[config.mk]
export PLATFORM = sky130hd
export DESIGN_NAME = kalman_step_sequencer
export DESIGN_NICKNAME = d
export VERILOG_FILES = /design/src/rtl/kalman_step_sequencer.sv
export SDC_FILE = /design/constraint.sdc
export NUM_CORES = 1
export LEC_CHECK = 0
export ABC_CLOCK_PERIOD_IN_PS = 2880
export CORE_UTILIZATION = 45
export DETAILED_ROUTE_END_ITERATION = 8
export DONT_BUFFER_PORTS = 1
export SLEW_MARGIN = 25
export SYNTH_ARGS = -nofsm -noshare
export SYNTH_HDL_FRONTEND = slang
export SYNTH_SLANG_ARGS = --single-unit
[constraint.sdc]
create_clock -name clk -period 2.88 [get_ports clk]
set_input_delay 0 -clock clk [delete_from_list [all_inputs] [get_ports clk]]
set_output_delay 0 -clock clk [all_outputs]
set_load 0.01 [all_outputs]
[src/rtl/kalman_step_sequencer.sv]
// Kalman filter step sequencer: prediction -> gain -> update per accepted sample tick.
// Buffers one early tick, counts dropped ticks, and supervises each datapath wait
// with a ready-blanking window and a timeout. All progress is gated by clk_en.
module kalman_step_sequencer #(
  parameter int unsigned TIMEOUT_CYCLES = 1024,
  parameter int unsigned USE_GAIN       = 1,
  parameter int unsigned CNT_WIDTH      = 16
) (
  input  logic                 clk,
  input  logic                 reset,
  input  logic                 clk_en,
  input  logic                 run,
  input  logic                 sample_tick,
  input  logic                 clear_err,
  input  logic                 ready_Prediction,
  input  logic                 ready_Gain,
  input  logic                 ready_Update,
  output logic                 Start_Prediction,
  output logic                 Start_Gain,
  output logic                 Start_Update,
  output logic                 busy,
  output logic                 step_done,
  output logic [CNT_WIDTH-1:0] step_count,
  output logic [7:0]           overrun_count,
  output logic                 error,
  output logic [2:0]           dbg_state
);

  localparam int unsigned WCW = (TIMEOUT_CYCLES > 2) ? $clog2(TIMEOUT_CYCLES) : 1;
  localparam logic [WCW-1:0] WAIT_LAST = WCW'(TIMEOUT_CYCLES - 1);
  localparam bit GAIN_EN = (USE_GAIN != 0);

  localparam logic [2:0] S_IDLE       = 3'd0;
  localparam logic [2:0] S_PRED_START = 3'd1;
  localparam logic [2:0] S_PRED_WAIT  = 3'd2;
  localparam logic [2:0] S_GAIN_START = 3'd3;
  localparam logic [2:0] S_GAIN_WAIT  = 3'd4;
  localparam logic [2:0] S_UPD_START  = 3'd5;
  localparam logic [2:0] S_UPD_WAIT   = 3'd6;
  localparam logic [2:0] S_ERROR      = 3'd7;

  logic [2:0]           r_state;
  logic                 r_pending;
  logic [WCW-1:0]       r_wait_cnt;
  logic                 r_start_pred;
  logic                 r_start_gain;
  logic                 r_start_upd;
  logic                 r_busy;
  logic                 r_error;
  logic                 r_step_done;
  logic [CNT_WIDTH-1:0] r_step_count;
  logic [7:0]           r_overrun;

  logic [2:0]     w_state_nxt;
  logic           w_pending_nxt;
  logic [WCW-1:0] w_wait_cnt_nxt;
  logic           w_ovr_inc;
  logic           w_step_fin;
  logic           w_tick;
  logic           w_ready_ok;
  logic           w_timeout;
  logic           w_busy_state;

  assign w_tick       = run & sample_tick;
  assign w_ready_ok   = (r_wait_cnt != '0);
  assign w_timeout    = (r_wait_cnt == WAIT_LAST);
  assign w_busy_state = (r_state != S_IDLE) && (r_state != S_ERROR);

  // Next-state, pending-tick and wait-counter logic
  always_comb begin
    w_state_nxt    = r_state;
    w_pending_nxt  = r_pending;
    w_wait_cnt_nxt = r_wait_cnt;
    w_ovr_inc      = 1'b0;
    w_step_fin     = 1'b0;

    if (w_busy_state && w_tick) begin
      if (r_pending) begin
        w_ovr_inc = 1'b1;
      end else begin
        w_pending_nxt = 1'b1;
      end
    end

    case (r_state)
      S_IDLE: begin
        if (run && (sample_tick || r_pending)) begin
          w_state_nxt   = S_PRED_START;
          w_pending_nxt = 1'b0;
        end
      end
      S_PRED_START: begin
        w_state_nxt    = S_PRED_WAIT;
        w_wait_cnt_nxt = '0;
      end
      S_PRED_WAIT: begin
        if (w_ready_ok && ready_Prediction) begin
          w_state_nxt = GAIN_EN ? S_GAIN_START : S_UPD_START;
        end else if (w_timeout) begin
          w_state_nxt = S_ERROR;
        end else begin
          w_wait_cnt_nxt = r_wait_cnt + WCW'(1);
        end
      end
      S_GAIN_START: begin
        w_state_nxt    = S_GAIN_WAIT;
        w_wait_cnt_nxt = '0;
      end
      S_GAIN_WAIT: begin
        if (w_ready_ok && ready_Gain) begin
          w_state_nxt = S_UPD_START;
        end else if (w_timeout) begin
          w_state_nxt = S_ERROR;
        end else begin
          w_wait_cnt_nxt = r_wait_cnt + WCW'(1);
        end
      end
      S_UPD_START: begin
        w_state_nxt    = S_UPD_WAIT;
        w_wait_cnt_nxt = '0;
      end
      S_UPD_WAIT: begin
        if (w_ready_ok && ready_Update) begin
          w_step_fin = 1'b1;
          // A buffered or same-cycle tick chains straight into the next step
          if (run && (r_pending || sample_tick)) begin
            w_state_nxt   = S_PRED_START;
            w_pending_nxt = 1'b0;
          end else begin
            w_state_nxt = S_IDLE;
          end
        end else if (w_timeout) begin
          w_state_nxt = S_ERROR;
        end else begin
          w_wait_cnt_nxt = r_wait_cnt + WCW'(1);
        end
      end
      S_ERROR: begin
        w_pending_nxt = 1'b0;
        if (clear_err) begin
          w_state_nxt = S_IDLE;
        end
      end
      default: begin
        w_state_nxt = S_IDLE;
      end
    endcase

    if (w_state_nxt == S_ERROR) begin
      w_pending_nxt = 1'b0;
    end
  end

  // Sequencer state, tick buffer and wait counter
  always_ff @(posedge clk or negedge reset) begin
    if (!reset) begin
      r_state    <= S_IDLE;
      r_pending  <= 1'b0;
      r_wait_cnt <= '0;
    end else if (clk_en) begin
      r_state    <= w_state_nxt;
      r_pending  <= w_pending_nxt;
      r_wait_cnt <= w_wait_cnt_nxt;
    end
  end

  // Registered state decodes, kept aligned with r_state
  always_ff @(posedge clk or negedge reset) begin
    if (!reset) begin
      r_start_pred <= 1'b0;
      r_start_gain <= 1'b0;
      r_start_upd  <= 1'b0;
      r_busy       <= 1'b0;
      r_error      <= 1'b0;
    end else if (clk_en) begin
      r_start_pred <= (w_state_nxt == S_PRED_START);
      r_start_gain <= (w_state_nxt == S_GAIN_START);
      r_start_upd  <= (w_state_nxt == S_UPD_START);
      r_busy       <= (w_state_nxt != S_IDLE) && (w_state_nxt != S_ERROR);
      r_error      <= (w_state_nxt == S_ERROR);
    end
  end

  // Step completion pulse, step counter and saturating overrun counter
  always_ff @(posedge clk or negedge reset) begin
    if (!reset) begin
      r_step_done  <= 1'b0;
      r_step_count <= '0;
      r_overrun    <= '0;
    end else if (clk_en) begin
      r_step_done <= w_step_fin;
      if (w_step_fin) begin
        r_step_count <= r_step_count + CNT_WIDTH'(1);
      end
      if (w_ovr_inc && (r_overrun != 8'hFF)) begin
        r_overrun <= r_overrun + 8'd1;
      end
    end
  end

  assign Start_Prediction = r_start_pred;
  assign Start_Gain       = r_start_gain;
  assign Start_Update     = r_start_upd;
  assign busy             = r_busy;
  assign error            = r_error;
  assign step_done        = r_step_done;
  assign step_count       = r_step_count;
  assign overrun_count    = r_overrun;
  assign dbg_state        = r_state;

endmodule
## Yosys cells after proc, flatten, opt, wreduce, memory -nomap -nowiden

Index checks and enable logic that the tools add are counted.

| cells by class | value |
|---|---|
| add/subtract/negate cells | 3 |
| equal/unequal tests | 18 |
| multiplexer cells | 22 |
| bitwise logic cells | 1 |
| reduce and logical (&&, ||, !) cells | 18 |

Operators with widths:

| operator | number |
|---|---|
| two-way mux 10 bit | 4 |
| case mux 10 bit (4 select lines) | 1 |
| case mux 3 bit (8 select lines) | 1 |
| equality test 3 bit (second input constant) | 6 |
| two-way mux 3 bit | 6 |
| adder 16 x 1 -> 16 bit (second input constant) | 1 |
| adder 10 x 1 -> 10 bit (second input constant) | 1 |
| equality test 10 bit (second input constant) | 1 |
| nonzero test 10 bit | 1 |
| equality test 3 x 2 -> 1 bit (second input constant) | 3 |
| two-way mux 1 bit | 9 |
| adder 8 x 1 -> 8 bit (second input constant) | 1 |
| logical AND 1 bit | 8 |
| != test 8 bit (second input constant) | 1 |
| equality test 3 x 1 -> 1 bit (second input constant) | 2 |
| != test 2 bit (second input constant) | 3 |
| != test 3 bit (second input constant) | 2 |
| nonzero test 3 bit | 2 |
| AND reduction 5 bit | 1 |
| AND reduction 2 bit | 2 |
| nonzero test 4 bit | 1 |
| logical NOT 3 bit | 1 |
| case mux 1 bit (3 select lines) | 1 |
| OR reduction 3 bit | 1 |
| 2 further kinds | 2 |

| word-level totals | value |
|---|---|
| register bits after elaboration | 44 |
| bits of input ports | 9 |
| output and inout port bits | 33 |
| logic and storage cells | 73 |

## Depth between registers and ports, before layout

Gate-level depths: netlist of run 1.

| logic depth | value |
|---|---|
| depth after elaboration | 8 |
| mapped depth | 9 |

## Least setup slack after synthesis of run 1

No wires, ideal clock.

| path | value |
|---|---|
| path kind | reg-to-reg |
| from | register r_wait_cnt[0] |
| to | register r_pending |
| setup time | 0.123 ns |
| data arrival time | 2.091 ns |
| setup slack | 0.666 ns |
| cell stages (with the launch flop) | 9 |
| clock period less this slack | 2.214 ns |
| cells stage by stage | dfrtp_1 -> inv_1 -> ha_1 -> nor4b_4 -> nand3_4 -> a211o_1 -> a32o_2 -> or3_1 -> o221a_2 |

| on the way | value |
|---|---|
| cells in the longest elaborated chain, start to end | 6 |

RTL lines:

| what | line | text |
|---|---|---|
| start: declaration | 44 | `logic [WCW-1:0] r_wait_cnt;` |
| start signal: assignment | 163 | `r_wait_cnt <= w_wait_cnt_nxt;` |
| equality test 10 bit or nonzero test 10 bit (tied branches) | 66, 65 |  |
| two-way mux 3 bit, or another cell as far along | 99, 112, 132 |  |
| two-way mux 3 bit (on tied branches) | 123, 110, 97 |  |
| case mux 3 bit (8 select lines) | 85 | `case (r_state)` |
| equality test 3 bit | 149 | `if (w_state_nxt == S_ERROR) begin` |
| two-way mux 1 bit (*) | 149 |  |
| end signal: assignment | 162 | `r_pending <= w_pending_nxt;` |
| end: declaration | 43 | `logic r_pending;` |

Mark *: on every way between the ends. The rest lies on a longest branch, timed or not.
A chain may end at the register's enable or synchronous reset.

## Worst setup path in the final report of run 1

| path | value |
|---|---|
| from | register r_wait_cnt[0] |
| to | register r_wait_cnt[9] |

| on the way | value |
|---|---|
| cells in the longest elaborated chain, start to end | 4 |

RTL lines:

| what | line | text |
|---|---|---|
| adder 10 x 1 -> 10 bit, or another cell as far along | 102, 115, 135 |  |
| two-way mux 10 bit, or another cell as far along | 99, 112, 132 |  |
| two-way mux 10 bit, or another cell as far along | 123 | `if (w_ready_ok && ready_Update) begin` |
| case mux 10 bit (4 select lines) or AND reduction 5 bit (tied branches) | -- |  |

Parallel ways exist; a longest one is shown, timed or not. The select of a mux whose other input is x is not followed.

==> impl_metrics.ini, run 1 <==
[synthesis]
synth-warning-count = 0
synth.net_count = 266
yosys.area_share.simple_pct = 25.6
synth_ff_type = sky130_fd_sc_hd__dfrtp_1
postSynthAreaPerCell_sq_um = 9.64
muxShareOfSynthArea_pct = 1.33
ys_seq_elements = 44
synth-edff-count = 0
synth-compound-area-share_pct = 14.9
syn_area_sq_mm = 0.00244
number_of_instances_in_the_synthesized_netlist = 253
yosysSeqAreaShare_pct = 45.1
netlist.top_cell.by_area = sky130_fd_sc_hd__dfrtp_1
synth_fa_ha_area_share_pct = 2.05
synth-xor-area-share_pct = 7.90
post-synth-top-area-fraction_pct = 45.1
main_combinational_cell_family_by_area_after_synthesis = simple AND/OR/NAND/NOR gates
synth.top_cells.by_area = sky130_fd_sc_hd__dfrtp_1, sky130_fd_sc_hd__xnor2_1, sky130_fd_sc_hd__nand2_1, sky130_fd_sc_hd__xor2_1, sky130_fd_sc_hd__and3_1
synth_cell_type_count = 54
async_flop_share_pct = 100

[critical_path]
r2r_slack_ps = 320
critical_path_required_ps = 3100
rr_startpoint = r_wait_cnt[0]$_DFFE_PN0P_
timing.critical_path.arrival_ps = 2780
worstSetupStartpointType = flip-flop
critical_path_launch_point = r_wait_cnt[0]$_DFFE_PN0P_
setup.worst_path.end_class = flip-flop
worstPathMaxFanout = 17
startpoint_to_endpoint_class_of_the_critical_path = flip-flop to flip-flop

[final_layout]
design_area_sq_mm = 0.00267
seq_area_sq_mm = 0.00110
area.growth.synth_to_final_pct = 9.23
final_common_cell = sky130_fd_sc_hd__dfrtp_1
layout_common_cells = sky130_fd_sc_hd__dfrtp_1, sky130_fd_sc_hd__nand2_1, sky130_fd_sc_hd__nor2_1, sky130_fd_sc_hd__xnor2_1
finish.cell_count_without_fillers = 330
final_layout_size_suffix_gt1_share_pct = 10.4
layout.core_utilization_pct = 51.5
finalNetCount = 272
final.fill_count = 481
multi_input_comb_area_sq_mm = 0.00126
n_antenna_cell = 0

[die]
chipHeight_microns = 75.6
start_util_pct = 47.2
core_sq_mm = 0.00517
dieArea_sq_mm = 0.00572
placementRows = 26
die-width_microns = 75.6
top_level_ports = 42

[drt]
wire_per_inst_microns = 15.5
remaining_drc_errors = 0
drt-pass1-iter-count = 4
routed-via-count = 1878
detail_route.vias_per_cell = 5.69
drt-total-wl_microns = 5130
drc_violation_total_after_the_first_tritonroute_iteration = 115
ant_nets = 0

[pwr]
p_sw_mw = 0.850
power_leakage_nw = 1.15
switching_share_pct = 40.5
internal_power_mw = 1.25
power_per_cell_area_mw_per_mm2 = 788
seqPwrFrac_pct = 44.8
max-vdd-ir-drop_v = 0.000340
combPwrFrac_pct = 35.5
power.clock.fraction_pct = 19.7

[placement]
place_congestion = 0.816
placed_cells = 319
detailed_place_hpwl_microns = 3670
io_buffers = 0
dpl_cell_area_sq_mm = 0.00252

[timing]
tightest_slew_ps = 634
final-max-slew-violation-count = 0
worst_slew_margin_rel_pct = 57.6
setup-tns-final_ps = 0
hold_violation_count_in_the_final_report = 0
grt_setup_unrepaired = no
setup-violations-final = 0
period_minus_slack_ps = 2560
layout_worst_path_cycle_share_pct = 88.8
finalHoldWorstSlack_ps = 93.6
timing.clock.skew_ps = 4.90
max_freq_mhz = 391

[clocking]
cts_sinks = 44
cts-htree-levels = 2
path_clk_slew_ps = 90
post_cts_repair_setup_buffers = 0
cts.hold.buffers_added = 3
clk-insertion-delay-late_ps = 300
postCtsResizedCells = 0
clock-root-buffer = sky130_fd_sc_hd__clkbuf_8
cts_max_path_buffers = 2
cts_made_buffers = 5
tritoncts_clock_tree = yes

[min_path]
hold_path_class = input pin to flip-flop
holdCritStartpoint = sample_tick

[global_routing]
grt_first_pass_wirelength_microns = 8310
grt_antenna_before_repair = 0
grt_max_degree = 45
track_usage_pct = 19.5
grt_remaining_overflow = 0
grt_pass1_vias = 1799

[job]
max_cap_violations = 0

[run_status]
outcome = completed
## critical path, cell delays in order (launching register included)
cell,delay [ps]
sky130_fd_sc_hd__dfrtp_1,430
sky130_fd_sc_hd__inv_1,100
sky130_fd_sc_hd__ha_1,150
sky130_fd_sc_hd__nor4b_4,400
sky130_fd_sc_hd__nand3_4,160
sky130_fd_sc_hd__o22ai_2,230
sky130_fd_sc_hd__a31oi_2,290
sky130_fd_sc_hd__or4_1,540
sky130_fd_sc_hd__a21oi_1,170
## stage by stage
step	total power [mW]	setup slack [ps]
floorplan	1.51	666
global placement	1.66	424
detailed placement	1.68	353
CTS	2.13	303
global route	2.27	134
finish	2.10	322
## metal layers
metal	track usage [%]	share of wire, %
met5	0	0
met4	5.97	1.3
met3	6.22	6.0
met2	31.5	47
met1	25.1	46
## area by class of cell
type | count | share of cell area (%)
clock inverters | 2 | 0.563
multi-input cells | 190 | 47.4
well taps | 70 | 3.29
repair buffers | 6 | 2.63
inverters | 12 | 1.69
flip-flops and latches | 44 | 41.3
clock buffers | 6 | 3.10
## flip-flops by register name, indices dropped and copies added, names as in the netlist
name	count
Start_Update	1
step_done	1
r_pending	1
Start_Gain	1
dbg_state	3
error	1
busy	1
step_count	16
overrun_count	8
Start_Prediction	1
r_wait_cnt	10
## cells in the mapped netlist (all sizes together) (2+ instances only)
library cell / count
or2: 2
or3: 7
a21o: 3
o211ai: 2
nand3b: 2
nand4: 9
nand2: 31
clkbuf: 6
and3: 9
nand2b: 6
nand4b: 2
a31oi: 5
inv: 11
xnor2: 15
dfrtp: 44
o32ai: 2
nor2: 15
o2bb2ai: 2
or3b: 3
o21ai: 11
xor2: 7
ha: 4
a21boi: 3
nor3b: 2
nor3: 6
or4: 3
a21oi: 8
mux2: 2
o31ai: 2
nand3: 8
## worst paths after layout
check | end | cells after the start
worst min-delay path | r_pending$_DFFE_PN0P_ | 3
worst max register to register | r_wait_cnt[9]$_DFFE_PN0P_ | 8
worst max-delay path | r_wait_cnt[9]$_DFFE_PN0P_ | 8
worst min register to register | step_count[15]$_DFFE_PN0P_ | 1
max in group asynchronous | step_count[4]$_DFFE_PN0P_ | 2
min in group asynchronous | r_wait_cnt[1]$_DFFE_PN0P_ | 2
## power groups by stage
stage / clock network, mW / registers, mW / logic, mW
final: 0.414 / 0.942 / 0.745
after floorplan: 0 / 0.908 / 0.600
after CTS: 0.431 / 0.944 / 0.750
after detailed placement: 0 / 0.954 / 0.723
after global routing: 0.455 / 0.971 / 0.841
after global placement: 0 / 0.953 / 0.710
## logic make-up after synthesis
family,after synthesis
simple gates,110
fa+ha+maj,4
xor+xnor,22
buf+inv,19
mux,3
compound gates,51
flops,44
Power figures use the tool's default switching activity.
==> inputs of run 2 (changes only) <==
==> constraint.sdc (replaced) <==
create_clock -name clk -period 2.88 [get_ports clk]
set_input_delay 0.144 -clock clk [delete_from_list [all_inputs] [get_ports clk]]
set_output_delay 0.144 -clock clk [all_outputs]
set_load 0.01 [all_outputs]
==> impl_metrics.ini, run 2 (synthesized netlist as in run 1, its figures left out) <==
[critical_path]
worstSetupStartpointType = flip-flop
worstPathMaxFanout = 17
r2r_slack_ps = 330
critical_path_required_ps = 3100
timing.critical_path.arrival_ps = 2780
setup.worst_path.end_class = flip-flop
startpoint_to_endpoint_class_of_the_critical_path = flip-flop to flip-flop
reg2regPathDepth = 8

[final_layout]
final.fill_count = 481
n_antenna_cell = 0
finalNetCount = 272
layout_common_cells = sky130_fd_sc_hd__dfrtp_1, sky130_fd_sc_hd__nand2_1, sky130_fd_sc_hd__nor2_1, sky130_fd_sc_hd__xnor2_1
area.growth.synth_to_final_pct = 9.23
largest_register_ff_count = 16
final_common_cell = sky130_fd_sc_hd__dfrtp_1
final_layout_size_suffix_gt1_share_pct = 10.4
finish.cell_count_without_fillers = 330

[drt]
drt-pass1-iter-count = 4
drt-total-wl_microns = 5180
drc_violation_total_after_the_first_tritonroute_iteration = 109
routed-via-count = 1890
ant_nets = 0
wire_per_inst_microns = 15.7
detail_route.vias_per_cell = 5.73
remaining_drc_errors = 0

[die]
chipHeight_microns = 75.6
core_sq_mm = 0.00517
start_util_pct = 47.2
top_level_ports = 42
placementRows = 26
die-width_microns = 75.6
dieArea_sq_mm = 0.00572

[timing]
worst_slew_margin_rel_pct = 57.4
tightest_slew_ps = 637
setup-violations-final = 0
finalHoldWorstSlack_ps = 38.9
timing.clock.skew_ps = 4.82
final-max-slew-violation-count = 0
grt_setup_unrepaired = no
hold_violation_count_in_the_final_report = 0
setup-tns-final_ps = 0
max_freq_mhz = 392
layout_worst_path_cycle_share_pct = 88.7
period_minus_slack_ps = 2550

[global_routing]
track_usage_pct = 19.6
grt_first_pass_wirelength_microns = 8340
grt_max_degree = 45
grt_antenna_before_repair = 0
grt_pass1_vias = 1807
grt_remaining_overflow = 0

[clocking]
tritoncts_clock_tree = yes
cts_max_path_buffers = 2
path_clk_slew_ps = 90
cts-htree-levels = 2
postCtsResizedCells = 0
clk-insertion-delay-late_ps = 300
cts.hold.buffers_added = 3
post_cts_repair_setup_buffers = 0
cts_sinks = 44
cts_made_buffers = 5
clock-root-buffer = sky130_fd_sc_hd__clkbuf_8

[placement]
io_buffers = 0
placed_cells = 319
place_congestion = 0.816
detailed_place_hpwl_microns = 3670

[job]
max_cap_violations = 0

[pwr]
power_leakage_nw = 1.15
power_per_cell_area_mw_per_mm2 = 789
max-vdd-ir-drop_v = 0.000343

[min_path]
hold_path_class = input pin to flip-flop
worst_hold_path.num_cells = 2

[run_status]
outcome = completed
[run 2: final cells by class]
class | count | area (sq um) | share of cell area, %
Tap cell | 70 | 87.6 | 3.29
Sequential cell | 44 | 1100 | 41.3
Inverter | 12 | 45.0 | 1.69
Clock inverter | 2 | 15.0 | 0.563
Timing Repair Buffer | 6 | 70.1 | 2.63
Multi-Input combinational cell | 190 | 1260 | 47.4
Clock buffer | 6 | 82.6 | 3.10
[run 2: metal layers]
| layer | global-route usage (%) | vias up | wire length, microns |
|---|---|---|---|
| li1 | - | 928 | - |
| met1 | 25.6 | 906 | 2390 |
| met2 | 31.6 | 47 | 2450 |
| met3 | 5.69 | 9 | 269 |
| met4 | 5.97 | 0 | 69 |
| met5 | 0 | - | 0 |
[run 2: where the power goes]
part / internal [mW] / total [mW] / leakage, nW / switching (mW)
clock: 0.194 / 0.415 / 0.0434 / 0.220
sequential: 0.737 / 0.943 / 0.586 / 0.206
combinational: 0.319 / 0.744 / 0.525 / 0.425
[run 2: path summary, 6_finish.rpt]
kind                                                 start                          to
worst min-delay path                                clk_en      Start_Gain$_DFFE_PN0P_
worst max register to register   r_wait_cnt[0]$_DFFE_PN0P_   r_wait_cnt[9]$_DFFE_PN0P_
worst min register to register  step_count[15]$_DFFE_PN0P_  step_count[15]$_DFFE_PN0P_
worst max-delay path             r_wait_cnt[0]$_DFFE_PN0P_   r_wait_cnt[9]$_DFFE_PN0P_
min in group asynchronous                            reset   r_wait_cnt[1]$_DFFE_PN0P_
max in group asynchronous                            reset   step_count[4]$_DFFE_PN0P_
[run 2: critical path, stage by stage (launching register included)]
cell and delay (ps):
sky130_fd_sc_hd__dfrtp_1 430, sky130_fd_sc_hd__inv_1 100, sky130_fd_sc_hd__ha_1 150, sky130_fd_sc_hd__nor4b_4 400, sky130_fd_sc_hd__nand3_4 160, sky130_fd_sc_hd__o22ai_2 230, sky130_fd_sc_hd__a31oi_2 290, sky130_fd_sc_hd__or4_1 540
sky130_fd_sc_hd__a21oi_1 170
[run 2: stage by stage]
step	power (mW)	util, %	cell area (sq um)	worst slack, ps
detailed placement	1.68	48.7	2520	353
CTS	2.12	51.5	2670	303
global route	2.27	51.5	2670	134
finish	2.10	51.5	2670	327
global placement	1.66	48.7	2520	424
floorplan	1.51	-	2440	666
